==> config.mk <==
export PLATFORM = sky130hd
export DESIGN_NAME = uart_tx_cfg
export DESIGN_NICKNAME = d
export VERILOG_FILES = /design/src/rtl/uart_pkg.sv /design/src/rtl/uart_sync_fifo.sv /design/src/rtl/uart_tx_cfg.sv
export SDC_FILE = /design/constraint.sdc
export NUM_CORES = 1
export LEC_CHECK = 0
export ABC_AREA = 1
export CORE_ASPECT_RATIO = 0.8
export CORE_MARGIN = 8
export CORE_UTILIZATION = 64
export CTS_CLUSTER_DIAMETER = 150
export DETAILED_ROUTE_END_ITERATION = 12
export GPL_TIMING_DRIVEN = 0
export PLACE_DENSITY = 0.83
export SYNTH_ARGS = -nofsm -noshare
export SYNTH_HDL_FRONTEND = slang
export SYNTH_SLANG_ARGS = --single-unit
==> constraint.sdc <==
create_clock -name clk -period 3.3 [get_ports clk]
set_clock_uncertainty 0.15 [all_clocks]
set_input_delay 0.825 -clock clk [delete_from_list [all_inputs] [get_ports clk]]
set_output_delay 0.825 -clock clk [all_outputs]
set_load 0.05 [all_outputs]
==> src/rtl/uart_pkg.sv <==
// Shared definitions for the configurable UART transmitter.
//   uart_state_t      : transmitter FSM states
//   DEFAULT_BAUD_DIV  : clocks per bit for 115200 baud at 50 MHz
//   MAX_DATA_BITS     : widest supported data word
//   parity_of()       : parity of a zero-extended data word
package uart_pkg;

  localparam int unsigned DEFAULT_BAUD_DIV = 434;
  localparam int unsigned MAX_DATA_BITS    = 9;

  typedef enum logic [2:0] {
    ST_IDLE,
    ST_START,
    ST_DATA,
    ST_PARITY,
    ST_STOP
  } uart_state_t;

  // Even parity of the word, inverted for odd parity. Unused upper bits
  // must be zero so they do not disturb the result.
  function automatic logic parity_of(input logic [MAX_DATA_BITS-1:0] data,
                                     input logic                     odd);
    return (^data) ^ odd;
  endfunction

endpackage

==> src/rtl/uart_sync_fifo.sv <==
// Synchronous FIFO without fall-through.
//   clk, rst      : clock, synchronous active-high reset (flushes contents)
//   push, wdata   : write request and data; ignored when full
//   pop, rdata    : read request and head-of-queue data; ignored when empty
//   full, empty   : occupancy flags
//   level         : number of stored entries
module uart_sync_fifo
  import uart_pkg::*;
#(
  parameter int unsigned WIDTH = 8,
  parameter int unsigned DEPTH = 4
) (
  input  logic                       clk,
  input  logic                       rst,
  input  logic                       push,
  input  logic [WIDTH-1:0]           wdata,
  input  logic                       pop,
  output logic [WIDTH-1:0]           rdata,
  output logic                       full,
  output logic                       empty,
  output logic [$clog2(DEPTH+1)-1:0] level
);

  localparam int unsigned AW = $clog2(DEPTH);
  localparam int unsigned LW = $clog2(DEPTH + 1);

  logic [WIDTH-1:0] mem [DEPTH];
  // One extra pointer bit: equal addresses with differing MSBs means full.
  logic [AW:0]      wr_ptr;
  logic [AW:0]      rd_ptr;
  logic             do_push;
  logic             do_pop;

  assign full    = (wr_ptr[AW] != rd_ptr[AW]) && (wr_ptr[AW-1:0] == rd_ptr[AW-1:0]);
  assign empty   = (wr_ptr == rd_ptr);
  assign level   = LW'(wr_ptr - rd_ptr);
  assign rdata   = mem[rd_ptr[AW-1:0]];
  assign do_push = push && !full;
  assign do_pop  = pop && !empty;

  always_ff @(posedge clk) begin
    if (rst) begin
      wr_ptr <= '0;
      rd_ptr <= '0;
    end else begin
      if (do_push) wr_ptr <= wr_ptr + 1'b1;
      if (do_pop)  rd_ptr <= rd_ptr + 1'b1;
    end
  end

  always_ff @(posedge clk) begin
    if (do_push) mem[wr_ptr[AW-1:0]] <= wdata;
  end

endmodule

==> src/rtl/uart_tx_cfg.sv <==
// UART transmitter with input FIFO and configurable frame format.
//   clk, rst    : clock, synchronous active-high reset
//   in_data     : word to transmit (DATA_BITS wide)
//   in_valid    : in_data valid; accepted when in_ready is high
//   in_ready    : FIFO not full (forced low while rst is high)
//   txd         : registered serial output, idles high
//   busy        : a frame is in progress
//   frame_done  : high during the last cycle of the final stop bit
//   fifo_level  : current FIFO occupancy
module uart_tx_cfg
  import uart_pkg::*;
#(
  parameter int unsigned BAUD_DIV   = DEFAULT_BAUD_DIV,
  parameter int unsigned DATA_BITS  = 8,
  parameter int unsigned PARITY_EN  = 0,
  parameter int unsigned PARITY_ODD = 0,
  parameter int unsigned STOP_BITS  = 1,
  parameter int unsigned FIFO_DEPTH = 4
) (
  input  logic                            clk,
  input  logic                            rst,
  input  logic [DATA_BITS-1:0]            in_data,
  input  logic                            in_valid,
  output logic                            in_ready,
  output logic                            txd,
  output logic                            busy,
  output logic                            frame_done,
  output logic [$clog2(FIFO_DEPTH+1)-1:0] fifo_level
);

  localparam int unsigned BW      = $clog2(BAUD_DIV);
  localparam int unsigned BIT_MAX = (DATA_BITS > STOP_BITS) ? DATA_BITS : STOP_BITS;
  localparam int unsigned CW      = $clog2(BIT_MAX + 1);

  uart_state_t          state_q, state_d;
  logic [BW-1:0]        baud_q, baud_d;
  logic [CW-1:0]        bit_q, bit_d;
  logic [DATA_BITS-1:0] shreg_q, shreg_d;
  logic                 par_q, par_d;
  logic                 txd_q, txd_d;
  logic                 baud_end;
  logic                 load_par;

  logic [DATA_BITS-1:0] fifo_rdata;
  logic                 fifo_full;
  logic                 fifo_empty;
  logic                 fifo_push;
  logic                 fifo_pop;

  assign in_ready  = !fifo_full && !rst;
  assign fifo_push = in_valid && in_ready;

  uart_sync_fifo #(
    .WIDTH (DATA_BITS),
    .DEPTH (FIFO_DEPTH)
  ) u_fifo (
    .clk   (clk),
    .rst   (rst),
    .push  (fifo_push),
    .wdata (in_data),
    .pop   (fifo_pop),
    .rdata (fifo_rdata),
    .full  (fifo_full),
    .empty (fifo_empty),
    .level (fifo_level)
  );

  assign baud_end   = (baud_q == BW'(BAUD_DIV - 1));
  assign load_par   = parity_of(MAX_DATA_BITS'(fifo_rdata), PARITY_ODD != 0);
  assign busy       = (state_q != ST_IDLE);
  assign frame_done = (state_q == ST_STOP) && baud_end && (bit_q == CW'(STOP_BITS - 1));
  assign txd        = txd_q;

  always_comb begin
    state_d  = state_q;
    baud_d   = '0;
    bit_d    = bit_q;
    shreg_d  = shreg_q;
    par_d    = par_q;
    fifo_pop = 1'b0;
    txd_d    = 1'b1;

    if (state_q != ST_IDLE) begin
      baud_d = baud_end ? '0 : baud_q + 1'b1;
    end

    case (state_q)
      ST_IDLE: begin
        if (!fifo_empty) begin
          fifo_pop = 1'b1;
          shreg_d  = fifo_rdata;
          par_d    = load_par;
          bit_d    = '0;
          state_d  = ST_START;
        end
      end
      ST_START: begin
        if (baud_end) begin
          bit_d   = '0;
          state_d = ST_DATA;
        end
      end
      ST_DATA: begin
        if (baud_end) begin
          shreg_d = shreg_q >> 1;
          if (bit_q == CW'(DATA_BITS - 1)) begin
            bit_d   = '0;
            state_d = (PARITY_EN != 0) ? ST_PARITY : ST_STOP;
          end else begin
            bit_d = bit_q + 1'b1;
          end
        end
      end
      ST_PARITY: begin
        if (baud_end) begin
          bit_d   = '0;
          state_d = ST_STOP;
        end
      end
      ST_STOP: begin
        if (baud_end) begin
          if (bit_q == CW'(STOP_BITS - 1)) begin
            bit_d = '0;
            if (!fifo_empty) begin
              fifo_pop = 1'b1;
              shreg_d  = fifo_rdata;
              par_d    = load_par;
              state_d  = ST_START;
            end else begin
              state_d = ST_IDLE;
            end
          end else begin
            bit_d = bit_q + 1'b1;
          end
        end
      end
      default: state_d = ST_IDLE;
    endcase

    // txd is registered from the upcoming state so the line changes on the
    // same edge as the state, keeping the one-cycle accept-to-start latency.
    case (state_d)
      ST_START:  txd_d = 1'b0;
      ST_DATA:   txd_d = shreg_d[0];
      ST_PARITY: txd_d = par_d;
      default:   txd_d = 1'b1;
    endcase
  end

  always_ff @(posedge clk) begin
    if (rst) begin
      state_q <= ST_IDLE;
      baud_q  <= '0;
      bit_q   <= '0;
      shreg_q <= '0;
      par_q   <= 1'b0;
      txd_q   <= 1'b1;
    end else begin
      state_q <= state_d;
      baud_q  <= baud_d;
      bit_q   <= bit_d;
      shreg_q <= shreg_d;
      par_q   <= par_d;
      txd_q   <= txd_d;
    end
  end

endmodule

## Word level (Yosys, flattened, before mapping)

Memory sizes are Yosys's and may differ from the RTL's. A register that Yosys moved wholly into a read port is not among the register bits.
Index checks and enable logic that the tools add are counted.

- Memory bits (writable): 32
- Memories kept: 1
- Output and inout bits: 7
- Logic and storage cells: 87
- Bits in registers: 32

Memory list:

| name | depth | width | read ports | clocked after Yosys merged registers in | write ports | RTL line | RTL |
|---|---|---|---|---|---|---|---|
| u_fifo.mem | 4 | 8 | 1 | 1 | 1 | uart_sync_fifo.sv:27 | `logic [WIDTH-1:0] mem [DEPTH];` |

- Bitwise logic cells: 1
- Equal/unequal tests: 17
- Add/subtract/negate cells: 5
- Reduce and logical (&&, ||, !) cells: 20
- Mux-type cells: 34

Operators by type and width:

| cell | count |
|---|---|
| 2-to-1 mux 8 bit | 4 |
| 2-to-1 mux 4 bit | 6 |
| one-hot mux 8 bit (3 select lines) | 1 |
| 2-to-1 mux 3 bit | 7 |
| one-hot mux 4 bit (4 select lines) | 1 |
| one-hot mux 3 bit (5 select lines) | 1 |
| equality test 3 x 2 -> 1 bit (second input constant) | 4 |
| adder 9 x 1 -> 9 bit (second input constant) | 1 |
| equality test 9 bit (second input constant) | 1 |
| 2-to-1 mux 1 bit | 9 |
| XOR reduction 9 bit | 1 |
| logical AND 1 bit | 7 |
| adder 3 x 1 -> 3 bit (second input constant) | 2 |
| equality test 3 x 1 -> 1 bit (second input constant) | 2 |
| != test 2 bit (second input constant) | 3 |
| nonzero test 3 bit | 2 |
| AND reduction 5 bit | 1 |
| adder 4 x 1 -> 4 bit (second input constant) | 1 |
| equality test 4 x 3 -> 1 bit (second input constant) | 1 |
| logical NOT 4 bit | 1 |
| 2-to-1 mux 2 bit | 2 |
| != test 2 x 1 -> 1 bit (second input constant) | 2 |
| one-hot mux 1 bit (2 select lines) | 2 |
| AND reduction 4 bit | 1 |
| other kinds (12) | 14 |

## Logic depth before layout (Yosys ltp)

- Depth after elaboration: 8
- Depth in mapped cells: 18
- Gate-level depth less buffers: 17

## By module

From an unflattened synthesis, not the netlist that was laid out.

- Cells, all modules: 401
- Area total of the unflattened synthesis: 3404.5 um^2

Modules (own cells, without submodules):

| module | area each (um^2) | instances | cells an instance |
|---|---|---|---|
| uart_sync_fifo | 1720.4 | 1 | 151 |
| uart_tx_cfg | 1684.1 | 1 | 250 |

## Worst setup path before layout

OpenSTA, ideal clock, no wires.

- Path kind: input -> register
- From: input rst
- To: memory u_fifo.mem[3][0] (enable)
- Data required time: 2.775 ns
- Arrival: 2.521 ns
- Path buffers: 0
- Library setup time: 0.375 ns
- Setup slack: 0.255 ns
- Stages: 3
- Path through: a31oi_1 -> nand2_1 -> nor2_1

- Cells in the longest elaborated chain, start to end: 6

RTL lines:

| item | RTL line | RTL |
|---|---|---|
| from (decl) | uart_tx_cfg.sv:21 | `input logic rst,` |
| logical NOT 1 bit | uart_tx_cfg.sv:50 | `assign in_ready = !fifo_full && !rst;` |
| logical AND 1 bit | uart_tx_cfg.sv:50 |  |
| logical AND 1 bit | uart_tx_cfg.sv:51 | `assign fifo_push = in_valid && in_ready;` |
| logical AND 1 bit | uart_sync_fifo.sv:38 | `assign do_push = push && !full;` |
| 2-to-1 mux 1 bit | uart_sync_fifo.sv:52 | `if (do_push) mem[wr_ptr[AW-1:0]] <= wdata;` |
| 2-to-1 mux 1 bit (implied by the code) | uart_sync_fifo.sv:52 |  |
| to (decl) | uart_sync_fifo.sv:27 |  |

No other way between the ends.

## Final worst setup path

- From: register u_fifo.wr_ptr[0]
- To: output fifo_level[2]

- Cells in the longest elaborated chain, start to end: 1

RTL lines:

| item | RTL line | RTL |
|---|---|---|
| from (decl) | uart_sync_fifo.sv:29 | `logic [AW:0] wr_ptr;` |
| from (signal assigned) | uart_sync_fifo.sv:46 | `if (do_push) wr_ptr <= wr_ptr + 1'b1;` |
| subtractor 3 bit | uart_sync_fifo.sv:36 | `assign level = LW'(wr_ptr - rd_ptr);` |
| to (decl) | uart_tx_cfg.sv:28 | `output logic [$clog2(FIFO_DEPTH+1)-1:0] fifo_level` |

No other way between the ends.

==> qor.yml <==
timing:
  rsz0062_at_grt: "false"
  hold_viol_final: 0
  fin_ws_ps: 220
  finalCriticalPeriod_ps: 3080
  finalMaxSlewViolations: 0
  setup-tns-final_ps: 0
  finalSetupViolCount: 0
  slew_headroom_pct: 40.9
  max_freq_mhz: 325
  worstMarginPinSlew_ps: 883
  min_period_over_period_pct: 93.3
synthesis:
  synth_area_um2: 3430
  synth_top_area_share_pct: 28.0
  syn_inst: 428
  ys_ff_latch: 66
  ys_types: 39
  avgSynthCellArea_um2: 8.02
  synth_fp_nets: 451
  synthTopCellsByArea: "edfxtp_1, dfxtp_1, nand2_1"
  seq_area_frac_synth_pct: 47.8
  yosysWarnings: 0
  yosys.area.top_type: "edfxtp_1"
drt:
  routedWlPerCell_um: 14.4
  drt-initial-drc-count: 227
  drt_wl_total_mm: 7.56
  drcViolationCount: 0
  post_drt_via_cell_ratio: 5.50
  final_antenna_net_count: 0
  vias: 2893
  first_pass_iters: 5
status:
  status: "finished clean"
clocking:
  ctsHtreeMaxLevel: 3
  cts_sinks: 66
  clockBufferDepth: 2
  cts.clk_slew.worst_paths_ps: 70
  ctsHoldBuffers: 0
  cts_buffers: 9
  tritoncts: "done"
  clock_latency_ps: 340
  root_buffer: "clkbuf_8"
worst_setup_path:
  endpoint_kind: "output pin"
  worstPathMaxFanout: 5
  critPathCapture: "fifo_level[2]"
  startpoint: "u_fifo.wr_ptr[0]"
  reg2reg_setup_slack_ps: 830
  r2r_start: "u_fifo.wr_ptr[0]"
  setup.worst_path.class: "flip-flop to output pin"
  critPathLaunchType: "flip-flop"
  required_ps: 2320
  rr_worst_depth: 7
  rr_endpoint: "u_fifo.wr_ptr[2]"
  cp.arrival_ps: 2110
grt:
  overflow: 0
  grt_pass1_wl_mm: 12.7
  grt_usage_pct: 19.8
  grt_max_degree: 13
  antenna_found_initial: 0
  grt_pass1_vias: 2831
placement:
  post-dp-hpwl_mm: 5.34
  port-buffer-count: 17
  gp_congestion: 0.907
  dp_slack_ps: -15.1
flow_run:
  drv_cap: 0
floorplanning:
  initial_core_util_pct: 64.6
  dieArea_um2: 7980
  rows: 24
  core-area_um2: 5320
  die_h_um: 81.5
  num_io_pins: 18
  fp.dieW_um: 97.9
power_and_ir_drop:
  leakagePower_uw: 0.00175
  power.total_uw: 3200
  ir_drop_v: 0.000626
  powerDensity_nw_per_um2: 817
layout:
  nNetsFinal: 479
  drive_gt1_share_pct: 10.4
  antenna_cells: 0
  area_delta_synth_final_pct: 14.3
worst_hold_path:
  hp-class: "flip-flop to flip-flop"
worst max-delay path, stage by stage, from the launching register on:
cell,delay (ps)
dfxtp_1,370
inv_1,110
ha_1,210
fa_1,370
xor2_1,160
dlygate4sd2_1,550
cell usage after synthesis (all sizes together):
cell	number
nand2	150
inv	56
nor2	38
dfxtp	34
nand3	34
edfxtp	32
a21oi	18
o21ai	13
ha	11
buf	7
o22ai	6
xor2	6
nand4	4
a31oi	3
nor3	3
a211oi	2
clkbuf	2
nor3b	2
o211ai	2
fa	1
nand3b	1
o221ai	1
o32ai	1
xnor2	1
cell usage in the layout, fill, tap and decap left out, drive strengths merged:
cell           instances
nand3b                 1
ha                    11
nand4                  4
buf                    7
clkdlybuf4s50         13
inv                   56
nand3                 34
clkinvlp               1
dfxtp                 34
o221ai                 1
o21ai                 13
bufinv                 3
o22ai                  6
clkbuf                12
nor2                  38
dlygate4sd2            4
o32ai                  1
fa                     1
a211oi                 2
xnor2                  1
a31oi                  3
edfxtp                32
clkinv                 2
a21oi                 18
nor3                   3
xor2                   6
o211ai                 2
nor3b                  2
nand2                150
registers in the layout (all words and copies together) (netlist names), named ones only:
register	flops
shreg_q	8
bit_q	4
u_fifo.mem	32
baud_q	9
u_fifo.rd_ptr	3
u_fifo.wr_ptr	3
state_q	3
txd	1
par_q	1
layout make-up:
type	instances	area (um2)
inverter	56	215
clock buffer	10	128
timing repair buffer	17	165
tap	65	81.3
clock inverter	6	115
buffer	9	66.3
multi-input combinational	297	1510
fill	399	1390
sequential	66	1640
routing by layer:
layer	vias up	global-route usage [%]	wire length (um)	share of wire (%)
met4	0	6.05	84	1.1
met2	99	34.2	3510	46
li1	1444	-	-	-
met5	-	0	0	0
met3	11	6.10	508	6.7
met1	1339	23.5	3460	46
logic make-up (layout without fill, tap and decap cells):
logic type	Yosys count	after routing	synth area share, %
AND/OR/NAND/NOR	232	232	29.6
flip-flops	66	66	47.8
XOR/XNOR	7	7	1.79
adder cells (fa/ha/maj)	12	12	4.59
buffers and inverters	65	98	8.20
AO/OA/AOI/OAI	46	46	7.98
worst min path at each step:
stage | start | to | slack, ps | cells after the start
floorplan | baud_q[0] | baud_q[0] | 280 | 1
global placement | baud_q[0] | baud_q[0] | 300 | 1
detailed placement | baud_q[0] | baud_q[0] | 310 | 1
CTS | u_fifo.rd_ptr[2] | u_fifo.rd_ptr[2] | 320 | 2
global route | baud_q[0] | baud_q[0] | 330 | 1
finish | baud_q[0] | baud_q[0] | 320 | 1
repair_timing:
| action | CTS | global route |
|---|---|---|
| endpoints found under the setup margin | 4 | 0 |
| gates resized for setup | 4 | 0 |
| setup buffers | 0 | 0 |
stage by stage:
step / instance area [um2] / hold WS [ps] / utilization [%] / std cells
final: 3920 / 321 / 73.8 / 526
after global routing: 3920 / 335 / 73.8 / 526
after CTS: 3920 / 325 / 73.8 / 526
after detailed placement: 3680 / 310 / 69.3 / 510
after global placement: 3680 / 298 / 69.3 / 510
after floorplan: 3430 / 283 / - / 428
report_power, final:
part           internal, uW  switching (uW)  leakage [uW]
sequential              967            58.4      0.000568
combinational           436             915       0.00106
clock                   505             321      0.000117
total                  1910            1290       0.00175
No activity file was read; power rests on OpenSTA's default activity.
